[config.mk]
export PLATFORM = sky130hd
export DESIGN_NAME = level_encode
export DESIGN_NICKNAME = d
export VERILOG_FILES = /design/src/rtl/level_encode.sv
export SDC_FILE = /design/constraint.sdc
export NUM_CORES = 1
export LEC_CHECK = 0
export CAP_MARGIN = 20
export CORE_MARGIN = 2
export CORE_UTILIZATION = 40
export DETAILED_ROUTE_END_ITERATION = 6
export MAX_ROUTING_LAYER = met4
export PLACE_DENSITY_LB_ADDON = 0.1
export SLEW_MARGIN = 40
export SYNTH_ARGS = -nofsm -noshare
export SYNTH_HDL_FRONTEND = slang
export SYNTH_SLANG_ARGS = --single-unit
export TNS_END_PERCENT = 10
[constraint.sdc]
create_clock -name Clk -period 6.1 [get_ports Clk]
set_input_delay 0.61 -clock Clk [delete_from_list [all_inputs] [get_ports Clk]]
set_output_delay 0.61 -clock Clk [all_outputs]
set_load 0.02 [all_outputs]
[src/rtl/level_encode.sv]
// rtl/level_encode.sv - CAVLC level encoder: trailing-one signs plus adaptive level_prefix/level_suffix codewords
// Define LEVEL_ENC_STATS_EN to add the BitCount output (bits emitted in the current block).
module level_encode #(
    parameter int LEVEL_W        = 13,
    parameter int MAX_SUFFIX_LEN = 6
) (
    input  logic               Clk,
    input  logic               nReset,
    input  logic               Start,
    input  logic [4:0]         TotalCoeff,
    input  logic [1:0]         TrailingOnes,
    input  logic [LEVEL_W-1:0] LevelIn,
    input  logic               InValid,
    output logic               InReady,
    output logic [27:0]        CodeBits,
    output logic [4:0]         CodeLen,
    output logic               OutValid,
    input  logic               OutReady,
    output logic               Done,
    output logic               Err
`ifdef LEVEL_ENC_STATS_EN
    ,
    output logic [9:0]         BitCount
`endif
);

    typedef enum logic [2:0] {
        S_IDLE,
        S_T1,
        S_LEVEL,
        S_DRAIN,
        S_DONE
    } state_t;

    localparam logic [2:0] MAX_S = 3'(MAX_SUFFIX_LEN);

    state_t      r_state;
    state_t      w_next;
    logic [4:0]  r_tc;
    logic [4:0]  r_cnt;
    logic [1:0]  r_t1;
    logic [2:0]  r_suffix;
    logic [27:0] r_code_bits;
    logic [4:0]  r_code_len;
    logic        r_out_valid;
    logic        r_err;

    logic             w_start;
    logic             w_accept;
    logic             w_neg;
    logic             w_first;
    logic             w_ovf;
    logic [LEVEL_W:0] w_lvl_x;
    logic [LEVEL_W:0] w_abs;
    logic [LEVEL_W:0] w_thr;
    logic [14:0]      w_lc_raw;
    logic [14:0]      w_lc;
    logic [14:0]      w_base;
    logic [14:0]      w_diff;
    logic [3:0]       w_prefix;
    logic [3:0]       w_nbits;
    logic [11:0]      w_suffix;
    logic [2:0]       w_s1;
    logic [2:0]       w_s_next;
    logic [27:0]      w_code;
    logic [4:0]       w_len;

    assign w_start  = Start && (r_state == S_IDLE);
    assign InReady  = ((r_state == S_T1) || (r_state == S_LEVEL)) && (!r_out_valid || OutReady);
    assign w_accept = InValid && InReady;

    assign w_neg    = LevelIn[LEVEL_W-1];
    assign w_lvl_x  = {w_neg, LevelIn};
    assign w_abs    = w_neg ? ((~w_lvl_x) + (LEVEL_W+1)'(1)) : w_lvl_x;
    assign w_lc_raw = 15'({w_abs, 1'b0}) - (w_neg ? 15'd1 : 15'd2);

    // With fewer than three trailing ones the first remaining level cannot be +-1, so its code space shifts down by 2
    assign w_first  = (r_state == S_LEVEL) && (r_cnt == {3'b000, r_t1}) && (r_t1 != 2'd3);
    assign w_lc     = (w_first && (w_lc_raw >= 15'd2)) ? (w_lc_raw - 15'd2) : w_lc_raw;

    always_comb begin
        w_prefix = 4'd0;
        w_nbits  = 4'd0;
        w_suffix = 12'd0;
        w_diff   = 15'd0;
        w_ovf    = 1'b0;
        w_base   = 15'd15 << r_suffix;
        if ((r_suffix == 3'd0) && (w_lc < 15'd14)) begin
            w_prefix = w_lc[3:0];
        end else if ((r_suffix == 3'd0) && (w_lc < 15'd30)) begin
            w_prefix = 4'd14;
            w_nbits  = 4'd4;
            w_suffix = 12'(w_lc - 15'd14);
        end else if ((r_suffix != 3'd0) && (w_lc < w_base)) begin
            w_prefix = 4'(w_lc >> r_suffix);
            w_nbits  = {1'b0, r_suffix};
            w_suffix = 12'(w_lc & ((15'd1 << r_suffix) - 15'd1));
        end else begin
            w_prefix = 4'd15;
            w_nbits  = 4'd12;
            w_diff   = w_lc - ((r_suffix == 3'd0) ? 15'd30 : w_base);
            if (w_diff > 15'd4095) begin
                w_suffix = 12'hFFF;
                w_ovf    = 1'b1;
            end else begin
                w_suffix = w_diff[11:0];
            end
        end
    end

    // Prefix zeros contribute nothing to the value; only the marker bit and suffix are set
    always_comb begin
        w_code = 28'd0;
        w_len  = 5'd0;
        if (r_state == S_T1) begin
            w_code = {27'd0, w_neg};
            w_len  = 5'd1;
        end else begin
            w_code = (28'd1 << w_nbits) | {16'd0, w_suffix};
            w_len  = {1'b0, w_prefix} + {1'b0, w_nbits} + 5'd1;
        end
    end

    assign w_s1     = (r_suffix == 3'd0) ? 3'd1 : r_suffix;
    assign w_thr    = (LEVEL_W+1)'(3) << (w_s1 - 3'd1);
    assign w_s_next = ((w_abs > w_thr) && (w_s1 < MAX_S)) ? (w_s1 + 3'd1) : w_s1;

    always_comb begin
        w_next = r_state;
        case (r_state)
            S_IDLE: begin
                if (Start) begin
                    if (TotalCoeff == 5'd0) begin
                        w_next = S_DONE;
                    end else if (TrailingOnes != 2'd0) begin
                        w_next = S_T1;
                    end else begin
                        w_next = S_LEVEL;
                    end
                end
            end
            S_T1: begin
                if (w_accept && ((r_cnt + 5'd1) == {3'b000, r_t1})) begin
                    w_next = (r_tc == {3'b000, r_t1}) ? S_DRAIN : S_LEVEL;
                end
            end
            S_LEVEL: begin
                if (w_accept && ((r_cnt + 5'd1) == r_tc)) begin
                    w_next = S_DRAIN;
                end
            end
            S_DRAIN: begin
                if (!r_out_valid || OutReady) begin
                    w_next = S_DONE;
                end
            end
            S_DONE:  w_next = S_IDLE;
            default: w_next = S_IDLE;
        endcase
    end

    always_ff @(posedge Clk or negedge nReset) begin
        if (!nReset) begin
            r_state <= S_IDLE;
        end else begin
            r_state <= w_next;
        end
    end

    always_ff @(posedge Clk or negedge nReset) begin
        if (!nReset) begin
            r_tc        <= 5'd0;
            r_t1        <= 2'd0;
            r_cnt       <= 5'd0;
            r_suffix    <= 3'd0;
            r_code_bits <= 28'd0;
            r_code_len  <= 5'd0;
            r_out_valid <= 1'b0;
            r_err       <= 1'b0;
        end else begin
            if (w_start) begin
                r_tc     <= TotalCoeff;
                r_t1     <= TrailingOnes;
                r_cnt    <= 5'd0;
                r_suffix <= ((TotalCoeff > 5'd10) && (TrailingOnes != 2'd3)) ? 3'd1 : 3'd0;
                r_err    <= 1'b0;
            end
            if (w_accept) begin
                r_cnt       <= r_cnt + 5'd1;
                r_code_bits <= w_code;
                r_code_len  <= w_len;
                r_out_valid <= 1'b1;
                if (r_state == S_LEVEL) begin
                    r_suffix <= w_s_next;
                    if (w_ovf) begin
                        r_err <= 1'b1;
                    end
                end
            end else if (OutReady) begin
                r_out_valid <= 1'b0;
            end
        end
    end

`ifdef LEVEL_ENC_STATS_EN
    logic [9:0] r_bit_count;

    always_ff @(posedge Clk or negedge nReset) begin
        if (!nReset) begin
            r_bit_count <= 10'd0;
        end else if (w_start) begin
            r_bit_count <= 10'd0;
        end else if (r_out_valid && OutReady) begin
            r_bit_count <= r_bit_count + {5'd0, r_code_len};
        end
    end

    assign BitCount = r_bit_count;
`endif

    assign CodeBits = r_code_bits;
    assign CodeLen  = r_code_len;
    assign OutValid = r_out_valid;
    assign Done     = (r_state == S_DONE);
    assign Err      = r_err;

endmodule

==> results of run 1 <==
## sequential cells by signal, indices dropped and copies added, names as in the netlist
| name | cells |
|---|---|
| r_tc | 5 |
| r_state | 3 |
| r_suffix | 3 |
| OutValid | 1 |
| r_t1 | 2 |
| CodeBits | 16 |
| Err | 1 |
| r_cnt | 5 |
| CodeLen | 5 |
## layer usage
metal / share of wire [%] / routed length (um)
met5: 0 / 0
met4: 1.7 / 346
met3: 6.2 / 1249
met2: 43 / 8782
met1: 49 / 9829
## worst reg2reg max path, cell delays in order (launching register included)
cell and delay [ps]:
dfrtp_1 520, or3b_1 470, or4_4 530, nor2_4 220, and2_1 180, a41oi_1 170
o21bai_1 310, a31oi_1 230, xor2_1 250, ha_1 300, a21o_1 200, a21o_1 170
a21oi_1 170, inv_1 80, a21oi_2 190, o211ai_1 110, a21oi_1 160, o221ai_1 130
a311oi_1 210, nand4_1 150, buf_6 180, a2111oi_4 330, nor2_1 80
## final cells by class
cell class                 instances  area [um2]
multi-input combinational        651        4837
inverter                          45       171.4
fill                            1371        6136
clock buffer                       8       136.4
sequential                        41        1026
tap                              184       230.2
timing repair buffer             235        1942
## worst max path at each step
| stage | endpoint | slack (ps) |
|---|---|---|
| 2_1_floorplan | CodeLen[4] | 0.9 |
| 3_3_place_gp | CodeLen[2] | -380 |
| 3_5_place_dp | CodeLen[4] | -520 |
| 4_1_cts | CodeBits[11] | 1 |
| 5_1_grt | CodeLen[4] | -20 |
| 6_report | CodeLen[4] | 260 |
## power by group
part	total (mW)	switching [mW]	internal, mW	leakage (nW)
clock	0.254	0.101	0.152	0.0652
combinational	2.11	1.18	0.934	3.18
sequential	0.502	0.132	0.369	0.537
total	2.87	1.41	1.46	3.78
## repair_timing
action                                  CTS  global route
setup buffers                             3            13
gates cloned                              0             0
endpoints found under the setup margin    5            18
resized for setup                         9            68
pin swaps                                 8            44
endpoints found under the hold margin     0             0
## stage by stage
step | std cells | util (%) | power [mW] | hold slack (ps)
2_1_floorplan | 789 | - | 1.777 | 314.4
3_3_place_gp | 1141 | 53.51 | 2.478 | 465.6
3_5_place_dp | 1141 | 53.53 | 2.519 | 468.9
4_1_cts | 1152 | 54.92 | 2.797 | 334.2
5_1_grt | 1164 | 57.62 | 3.108 | 349.7
6_report | 1164 | 57.62 | 2.867 | 305.9
## kinds of logic (layout without fill, tap and decap cells)
family | after synthesis | in the layout
adders and majority gates | 51 | 51
DFF | 41 | 41
xor gates and xnor gates | 64 | 64
muxes | 9 | 9
and+or+nand+nor | 303 | 303
buffers and inverters | 97 | 288
other | 1 | 12
AOI/OAI and AO/OA | 212 | 212
## Yosys cell counts (4+ instances only)
master,n
nand2_1,87
nor2_1,63
a21oi_1,55
ha_1,46
xnor2_1,46
inv_1,43
dfrtp_1,41
nor3_1,35
o21ai_0,29
clkbuf_1,26
a21o_1,22
nand3_1,22
xor2_1,17
nor2b_1,13
a211oi_1,12
and2_1,12
buf_4,12
nand2b_1,12
o31ai_1,11
or4_1,9
a31oi_1,8
buf_2,8
o21ai_1,8
and3_1,7
nand4_1,7
nor4_1,7
mux2i_1,5
o211ai_1,5
a311oi_1,4
buf_6,4
maj3_1,4
o21a_1,4
==> impl_results.md, run 1 <==
* Status: completed
* Endpoint class of the critical path: flop
* Post-synthesis mux area share at 2.183%
* Register-to-register setup slack at 630 ps
* Die width at between 100 and 150 um
* Layout cells sized above 1 at 28.88%
* Met2 usage at 37.30%
* Antenna violations before repair at 0
* Setup TNS at 0 ps
* CP arrival at 6050 ps
* Worst r2r src: r_state[0]
* Clk root buf: clkbuf_16
* Most frequent cells in the layout: 182 x buf_4, 87 x nand2_1, 58 x nor2_1, 45 x a21oi_1, 43 x xnor2_1
* Power Dens Cells at 343.6 nW/um2
* Die Span Y at 125.5 um
* DRC at 0
* Post-route cell area at 8343 um2
* Measured slew at the worst slew-check pin at 788.9 ps
* Worst endpoint required time at ~6300 ps
* Critical path depth at 30
* Reg clk slew, reported paths at 60 ps
* Iter 0 DRT Violations at 541
* Detail Route Antenna Nets at 0
* Synthesized area per cell at between 7 and 8 um2
* Synth Area in Simple Gates at 26.34%
* Worst Setup SP: LevelIn[0]
* Largest area contributor in the netlist: dfrtp_1
* Final Hold Fails at 0
* Number of setup violations in the final report at 0
* Async SR Flop Fraction at 100.0%
* Clk sinks at 41
* CTS tree: yes
* Critical path's top delay family: compound AO/OA/AOI/OAI gates
* Yosys warning count at 0
* Met1 usage at roughly 38%
* Routed len/inst at 17.36 um
* Area post-placement at 7750 um2
* Antenna cells at 0
* Synth Instances at around 780
* Max Fanout on Critical Path at 4
* Top FF cell, synth: dfrtp_1
* Fin crit period at approximately 5800 ps
* Setup WS pre-CTS at -518.2 ps
* Register area share after synthesis at 17.38%
* GPL Wtd Cong at between 0.9 and 1
* Gr usage total at 25.87%
* Area share of the leading cell type in the synthesized netlist at ~17%
* Max_slew headroom at 47.41%
* VDD IR max at between 200 and 250 uV
* Area share of xor/xnor cells in the synthesized design at around a tenth
* Final #Nets at 1,051
* Static leakage at 3.781 nW
* GRT met3 Usage at 4.792%
* # Max-Cap Violations at 0
* P&R area growth vs syn at 41.30%
* First-pass GRT wire length at 32,660 um
* Worst setup SP type: primary input
* FP Rows at 44
* Total number of vias at 6,583
* Reg-to-reg endpoint: CodeBits[0]
* Period utilisation layout at 95.78%
* Remaining global-route overflow at 0
* GRT busiest layer: met1
* Yosys reg bits at 41
* CTS buffer count at 5
* Top-Level Pins at 62
* Commonest non-fill, non-tap cell in the layout: buf_4
* Crit path largest cell delay at 560 ps
* H-tree depth at 2
* Post-synth EDFFs at 0
* Worst r2r path cells at 22
* Final Skew at 5.601 ps
* DR pass1 iterations at 5
* Unique masters post-synth at 93
* Initial Utilization at 40.78%
* Worst Hold Class: primary input to async pin
* Clk_lat worst skew at 280 ps
* Vias in the first global route at 6,319
* Largest net degree at the start of global routing at 42
* Die area at 15,750 um2
* Adder-cell area share of the yosys netlist at between 10 and 15%
* Crit Path Class: primary input to flop
* Slew Limit Fails at 0
* Compound-cell area share of the yosys netlist at 26.04%
* DR vias/cell at 5.655
* Post-synthesis cell area at 5904 um2
* Floorplan core area at ~14,000 um2
* Post-Route WL at 20,210 um
* Slowest cell on crit path: or4_4
* Hold buffer count at cts at 0
* Max Fclk at 171.2 MHz
* Synth top area cells: dfrtp_1 17%, ha_1 9.7%, xnor2_1 6.8%
* Longest Clk Path Bufs at 2
* Largest family of logic cells by synthesized area: simple AND/OR/NAND/NOR gates
* Setup WS post-layout at 257.6 ps
* Bufs and invs on worst path at 5
* Dpl hpwl at about 16,000 um
* Port Buffer Count at 49
Power figures use the tool's default switching activity.
==> run 2, diff against run 1 <==
--- a/config.mk
+++ b/config.mk
@@ -10,7 +10,7 @@
 export CORE_UTILIZATION = 40
 export DETAILED_ROUTE_END_ITERATION = 6
 export MAX_ROUTING_LAYER = met4
-export PLACE_DENSITY_LB_ADDON = 0.1
+export PLACE_DENSITY = 0.58
 export SLEW_MARGIN = 40
 export SYNTH_ARGS = -nofsm -noshare
 export SYNTH_HDL_FRONTEND = slang
==> run 2 against run 1 <==
Against the previous run:
- register-to-register slack better by 20 ps
- wire length hardly changed
- critical endpoint unchanged
- fmax is 0.77% lower
- total power is 2.7% higher
- largest cell class unchanged
==> impl_results.md, run 2 (same netlist as run 1, synthesis figures left out) <==
* Status: completed
* First-pass GRT wire length at 32,260 um (-1.2%)
* Antenna violations before repair at 0 (unchanged)
* Max reg flops at 16 (unchanged)
* Slew Limit Fails at 0 (unchanged)
* CTS tree: yes
* Worst endpoint required time at 6310 ps (about the same)
* Layout cells sized above 1 at 29.95% (+1.1 points)
* DRC at 0 (unchanged)
* Most used cell, CP: buf_4
* Endpoint class of the critical path: flop
* VDD IR max at 171.5 uV (-22%)
* Clk sinks at 41 (unchanged)
* Clk_lat worst skew at 290 ps (about the same)
* Measured slew at the worst slew-check pin at 795.6 ps (+6.751 ps)
* Hold buffer count at cts at 0 (unchanged)
* Setup WS post-layout at 212.4 ps (-45.22 ps)
* RSZ-0062 raised after global routing: yes
* Die Span Y at 125.5 um (unchanged)
* CP arrival at 6100 ps (+50 ps)
* Fin crit period at 5888 ps (+45.22 ps)
* Commonest non-fill, non-tap cell in the layout: buf_4
* Detail Route Antenna Nets at 0 (unchanged)
* Crit path largest cell delay at 590 ps (+30 ps)
* Final Skew at 5.027 ps (-0.5739 ps)
* CTS buffer count at 5 (unchanged)
* Post-Route WL at 20,200 um (about the same)
* H-tree depth at 2 (unchanged)
* Floorplan core area at 14,480 um2 (unchanged)
* Post-route cell area at 8398 um2 (+0.66%)
* DR pass1 iterations at 5 (unchanged)
* Worst Hold Class: primary input to async pin
* Setup WS pre-CTS at -634.3 ps (-116.2 ps)
* Iter 0 DRT Violations at 464 (-14%)
* Top-Level Pins at 62 (unchanged)
* Static leakage at 3.729 nW (-1.4%)
* Filler cells at 1,309 (-4.5%)
* Total number of vias at 6,638 (+0.84%)
* Power Dens Cells at 350.5 nW/um2 (+2.0%)
* Slowest cell on crit path: or4_4
* FP Rows at 44 (unchanged)
* Max_slew headroom at 46.58% (-0.83 points)
* Die width at 125.5 um (unchanged)
* Period utilisation layout at 96.52% (+0.74 points)
* P&R area growth vs syn at 42.23%
* Reg clk slew, reported paths at 60 ps (about the same)
* # Max-Cap Violations at 0 (unchanged)
* Longest Clk Path Bufs at 2 (unchanged)
* Final Power at 2.944 mW (+2.7%)
* Gr usage total at 25.60% (-0.27 points)
* Clk root buf: clkbuf_16
* Crit Path Class: primary input to flop
* Routed len/inst at 17.28 um (-0.47%)
* Worst setup SP type: primary input
* Area post-placement at 7752 um2 (about the same)
* Initial Utilization at 40.78% (unchanged)
* Remaining global-route overflow at 0 (unchanged)
* Dpl hpwl at 16,040 um (-0.11%)
* Antenna cells at 0 (unchanged)
* Most frequent cells in the layout: 188 x buf_4, 85 x nand2_1, 61 x nor2_1, 45 x a21oi_1, 45 x xnor2_1
* Register-to-register setup slack at 650 ps (+20 ps)
* Die area at 15,750 um2 (unchanged)
* Largest net degree at the start of global routing at 42 (unchanged)
* Vias in the first global route at 6,308 (-0.17%)
* Final #Nets at 1,056 (+0.48%)
* Max Fclk at 169.8 MHz (-0.77%)
* Final Hold Fails at 0 (unchanged)
* Max Fanout on Critical Path at 6 (+2)
* DR vias/cell at 5.678 (+0.40%)
* GPL Wtd Cong at 0.9468 (-1.3%)
* Final Util at 58.00% (+0.38 points)
* Port Buffer Count at 49 (unchanged)
* Number of setup violations in the final report at 0 (unchanged)
run 2: changes by cell type in the layout (fill, tap and decap cells not counted), sizes merged:
| cell | change |
|---|---|
| bufinv | +1 |
| dlygate4sd2 | +2 |
| clkinvlp | +1 |
| dlymetal6s2s | -8 |
| clkdlybuf4s50 | +6 |
| clkbuf | -2 |
| buf | +5 |
run 2: per-layer routing:
| metal | vias to the layer above | GRT usage (%) | wire length (um) |
|---|---|---|---|
| li1 | 3202 | - | - |
| met1 | 3188 | 37.51 | 9887 |
| met2 | 223 | 38.54 | 8918 |
| met3 | 25 | 2.653 | 1101 |
| met4 | 0 | 4.575 | 293 |
| met5 | - | - | 0 |
run 2: critical path: cells and delay by family:
kind                     cells  cell delay (ps)
buffers and inverters        8             1220
AO/OA/AOI/OAI                9             1510
adder cells (fa/ha/maj)      3              840
XOR/XNOR                     2              300
AND/OR/NAND/NOR              7             1610
run 2: metrics by stage:
stage | setup TNS (ps) | hold WS (ps) | std cells
5_1_grt | -133.8 | 340.6 | 1169
3_5_place_dp | -6705 | 466.4 | 1143
3_3_place_gp | -5761 | 468.9 | 1143
4_1_cts | 0 | 318.2 | 1161
6_report | 0 | 297.2 | 1169
2_1_floorplan | 0 | 314.4 | 789
run 2: repair_timing:
item,4_1_cts,5_1_grt
buffers inserted,10,8
endpoints found under the setup margin,16,17
pin swaps,13,29
gates cloned,0,0
endpoints found under the hold margin,0,0
resized for setup,27,44
run 2: worst paths after layout:
check | startpoint | to | cells past startpoint
max | LevelIn[0] | CodeLen[4] | 29
min | nReset | CodeBits[14] | 1
max reg2reg | r_state[0] | CodeLen[2] | 18
min reg2reg | CodeBits[2] | CodeBits[2] | 2
max in group asynchronous | nReset | CodeBits[13] | 1
min in group Clk | CodeBits[2] | CodeBits[2] | 2
run 2: power by group:
part | leakage, nW | internal, mW | switching, mW
Clock | 0.0831 | 0.204 | 0.104
Combinational | 3.11 | 0.954 | 1.19
Sequential | 0.537 | 0.370 | 0.121
run 2: layout make-up:
class	count	area [um2]	share of cell area (%)
inverter	45	171.4	2.041
multi-input combinational	651	4850	57.75
clock inverter	2	37.54	0.4470
timing repair buffer	240	1944	23.15
tap	184	230.2	2.741
clock buffer	6	138.9	1.654
sequential	41	1026	12.22
==> RTL edit 1, RTL diff (flow settings as in run 1) <==
The parameter `LEVEL_W` goes from 13 to 26.
--- a/src/rtl/level_encode.sv
+++ b/src/rtl/level_encode.sv
@@ -1,7 +1,7 @@
 // rtl/level_encode.sv - CAVLC level encoder: trailing-one signs plus adaptive level_prefix/level_suffix codewords
 // Define LEVEL_ENC_STATS_EN to add the BitCount output (bits emitted in the current block).
 module level_encode #(
-    parameter int LEVEL_W        = 13,
+    parameter int LEVEL_W        = 26,
     parameter int MAX_SUFFIX_LEN = 6
 ) (
     input  logic               Clk,
Ports: changed (resized LevelIn); port bits go from 62 to 75. No check against the original RTL was run, so the function may have changed too.
==> RTL edit 1 against run 1 <==
  * Routed wire length decreased by 4.7%
  * Design area down 0.55%
  * Sequential cell count unchanged
  * Worst setup slack got worse by 0.020 ns
  * Area after synthesis up 4.6%
  * Sequential share of layout area up 0.069 points
  * Register-to-register slack improved by 0.44 ns
  * Largest cell class unchanged
  * Cell count is 1.9% lower
  * Hold slack lost 0.016 ns
  * Power increased by 4.5%
==> RTL edit 1: results (changes against run 1) <==
metric,value,unit,change
outcome,"finished, final reports clean",,
placed cell count,1127,,-1.2%
vias in the first global route,6439,,+1.9%
commonest cells in the netlist,"nand2_1 (98), xnor2_1 (52), nor2_1 (49)",,
PortBufs,62,,+27%
area grow syn2layout,34.3,%,
per-cell routed wire length,16.9,um,-2.8%
Reg2Reg Depth,21,,-4.5%
Worst Setup SP,LevelIn[5],,
Synth area leaders,"dfrtp_1 (17%), ha_1 (9.1%), xnor2_1 (7.4%)",,
first-pass GRT wire length,32200,um,-1.3%
layout cells sized above 1,25.7,%,-3.2 points
Initial DRC Count,376,,-30%
Max VDD drop,0.000222,V,+0.73%
Worst Clk Skew,0.00333,ns,-0.00227 ns
via count,6494,,-1.4%
sequential share of the synthesized area,16.6,%,-0.77 points
Critical Path Max Stage Delay,0.54,ns,-0.02 ns
Metal-1 WL,8740,um,-11%
Layout Nets,1037,,-1.3%
Leakage Power,3.54,nW,-6.3%
FILL cells,1393,,+1.6%
reg-to-reg endpoint,CodeLen[3],,
gp weighted congestion,0.918,,-4.4%
max_slew headroom,46.3,%,-1.1 points
crit-path max FO,9,,+5
Met2 Wirelength,9600,um,+9.3%
vias per cell,5.69,,+0.55%
routed wl met3,737,um,-41%
largest net degree at the start of global routing,45,,+7.1%
Mean Syn Cell Area,7.97,um^2,+5.0%
post-DP HPWL,15600,um,-2.5%
Yosys cell types,106,,+14%
RTL edit 1: logic make-up after synthesis:
| logic type | after synthesis | synth area share, % |
|---|---|---|
| AO/OA/AOI/OAI | 189 | 24.0 |
| buffers and inverters | 85 | 6.60 |
| flip-flops | 41 | 16.6 |
| adder cells (fa/ha/maj) | 49 | 9.94 |
| other | 1 | 0.0607 |
| AND/OR/NAND/NOR | 318 | 27.8 |
| XOR/XNOR | 80 | 11.6 |
| multiplexers | 12 | 3.38 |
RTL edit 1: final cells by class:
type,count,area (um^2),area share [%]
clock buffers,7,143,1.72
clock inverters,1,30.0,0.362
inverters,36,143,1.72
multi-input cells,660,4970,59.9
flip-flops and latches,41,1030,12.4
well taps,188,235,2.84
repair buffers,209,1750,21.1
RTL edit 1: timing repair:
item                                    4_1_cts  5_1_grt
pin swaps                                     2       23
resized for setup                             7       22
hold buffers                                  0        0
buffers inserted                              2        5
endpoints found under the setup margin        4       15
RTL edit 1: through the flow:
step	hold WS, ns	utilization (%)	cell area (um^2)	worst slack [ns]
2_1_floorplan	0.314	-	6360	-0.161
3_3_place_gp	0.460	52.5	7950	-0.185
3_5_place_dp	0.464	52.5	7950	-0.430
4_1_cts	0.321	53.9	8160	0.00865
5_1_grt	0.339	54.8	8300	-0.0165
6_report	0.290	54.8	8300	0.237
RTL edit 1: metal layers:
layer | vias up | track usage (%)
met5 | - | -
met4 | 0 | 4.27
met3 | 14 | 1.34
met2 | 167 | 43.4
met1 | 3119 | 31.6
li1 | 3194 | -
RTL edit 1: where the power goes:
group	total, W	internal, W	leakage, nW	switching (W)
Clock	0.000309	0.000204	0.0841	0.000105
Sequential	0.000467	0.000367	0.529	0.0000992
Combinational	0.00222	0.00101	2.93	0.00121
==> RTL edit 2, RTL diff (settings of run 1) <==
Made on the original files. Re-encode `state_t` (5 states) as Gray code, 3 bits wide.
--- a/src/rtl/level_encode.sv
+++ b/src/rtl/level_encode.sv
@@ -25,11 +25,11 @@
 );
 
     typedef enum logic [2:0] {
-        S_IDLE,
-        S_T1,
-        S_LEVEL,
-        S_DRAIN,
-        S_DONE
+        S_IDLE  = 3'b000,
+        S_T1    = 3'b001,
+        S_LEVEL = 3'b011,
+        S_DRAIN = 3'b010,
+        S_DONE  = 3'b110
     } state_t;
 
     localparam logic [2:0] MAX_S = 3'(MAX_SUFFIX_LEN);
Check against the original RTL: no difference found for any inputs over 4 cycles, from zero or initial values and one cycle with nReset low; so few cycles prove little.
==> RTL edit 2 against run 1 <==
  * Worst setup slack better by 0.13 ns
  * Power is 18% lower
  * Design area is 8.5% lower
  * Routed wire length is 11% lower
  * Sequential cell count stayed put
  * Non-clock buffer count is 50 lower
  * Clock skew is 0.0028 ns higher
  * Sequential power is 9.0% lower
  * Synthesized cell count is 6.2% lower
  * Area after synthesis is 5.6% lower
  * Fmax is 2.3% higher
  * Count of clock-buffer cells in the layout is 1 lower
  * Die area is 5.5% lower
  * Highest routed layer unchanged
==> RTL edit 2: results (changes against run 1) <==
metric,value,unit,change
outcome,"finished, final reports clean",,
crit-path max FO,11,,+7
Layout Nets,960,,-8.7%
largest net degree at the start of global routing,42,,unchanged
FILL cells,1308,,-4.6%
commonest cells in the netlist,"nand2_1 (91), nor2_1 (47), ha_1 (46)",,
flop2flop setup slack,1.24,ns,+0.61 ns
Yosys cell types,87,,-6.5%
layout cells sized above 1,25.3,%,-3.5 points
post-DP HPWL,14300,um,-11%
DR pass1 iterations,5,,unchanged
worst endpoint data arrival time,5.88,ns,-0.17 ns
Initial DRC Count,405,,-25%
via count,5948,,-9.6%
Worst Clk Skew,0.00838,ns,+0.00278 ns
first-pass GRT wire length,29100,um,-11%
GRT Overall Usage,25.0,%,-0.86 points
Max VDD drop,0.000113,V,-49%
vias in the first global route,5680,,-10%
Leakage Power,3.40,nW,-10%
Synth Area in Adders,11.0,%,+0.28 points
XOR/XNOR Fraction of Synth Area,9.90,%,+0.28 points
Reg2Reg Depth,20,,-9.1%
Num CTS Buffers,5,,unchanged
per-cell routed wire length,16.8,um,-3.2%
dpl cell area,7110,um^2,-8.2%
sequential share of the synthesized area,18.4,%,+1.0 points
Synth Area in Compound Gates,24.4,%,-1.7 points
Synth area leaders,"dfrtp_1 (18%), ha_1 (10%), nand2_1 (6.1%)",,
yosys warns,0,,unchanged
prevailing post-synth register cell,dfrtp_1,,
Floorplan Core Area,13700,um^2,-5.2%
gp weighted congestion,0.931,,-3.0%
dpl ws,-0.488,ns,+0.0306 ns
mux cell area share after synthesis,2.11,%,-0.072 points
worst slew pin tran,0.642,ns,-0.147 ns
reg-to-reg endpoint,CodeBits[3],,
[RTL edit 2: per-stage QoR]
step | TNS (ns) | power (W) | util [%] | hold slack (ns) | std cells
after floorplan | 0 | 0.00144 | - | 0.314 | 741
after global placement | -2.81 | 0.00198 | 51.8 | 0.459 | 1050
after detailed placement | -5.18 | 0.00201 | 51.8 | 0.466 | 1050
after CTS | -0.0116 | 0.00229 | 53.7 | 0.327 | 1061
after global routing | 0 | 0.00255 | 55.7 | 0.352 | 1068
final | 0 | 0.00235 | 55.7 | 0.305 | 1068
[RTL edit 2: cell type report]
type                    instances  area share (%)
inverters                      44            2.23
repair buffers                185            20.6
clock buffers                   7            1.87
multi-input cells             611            58.9
well taps                     180            2.95
flip-flops and latches         41            13.4
[RTL edit 2: how the worst max path moves through the flow]
stage               slack, ns           to         from  depth (start not counted)
finish                   0.39  CodeBits[3]   LevelIn[0]                         24
global route             0.06   CodeLen[3]   LevelIn[0]                         29
CTS                     -0.01   CodeLen[2]  LevelIn[12]                         30
detailed placement      -0.49   CodeLen[4]   LevelIn[0]                         30
global placement        -0.32   CodeLen[4]   LevelIn[0]                         31
floorplan               0.002   CodeLen[4]  LevelIn[12]                         32
[RTL edit 2: per-layer routing]
layer	up-vias	global-route usage, %	share of wire, %
met1	2881	34.9	47
met3	12	1.26	3.5
met2	129	40.5	48
met5	-	-	0
li1	2926	-	-
met4	0	4.67	0.93
[RTL edit 2: kinds of logic (layout without fill, tap and decap cells)]
| family | after synthesis | count (layout) |
|---|---|---|
| buffers and inverters | 89 | 236 |
| multiplexers | 11 | 11 |
| other | 1 | 12 |
| AND/OR/NAND/NOR | 285 | 285 |
| XOR/XNOR | 63 | 63 |
| flip-flops | 41 | 41 |
| adder cells (fa/ha/maj) | 49 | 49 |
| AO/OA/AOI/OAI | 191 | 191 |
[RTL edit 2: where the power goes]
group          internal [W]  switching (W)
clock network      0.000161       0.000101
registers          0.000370      0.0000865
logic              0.000744       0.000887
[RTL edit 2: timing repair]
item / 4_1_cts / 5_1_grt
resized for setup: 15 / 53
buffers inserted: 4 / 7
pin swaps: 4 / 30
endpoints found under the setup margin: 10 / 18
[RTL edit 2: critical path, delay by kind of cell]
kind	cells	cell delay [ns]
mux	1	0.16
simple gates	9	2.46
fa+ha+maj	1	0.17
compound gates	8	1.76
buf+inv	5	0.72
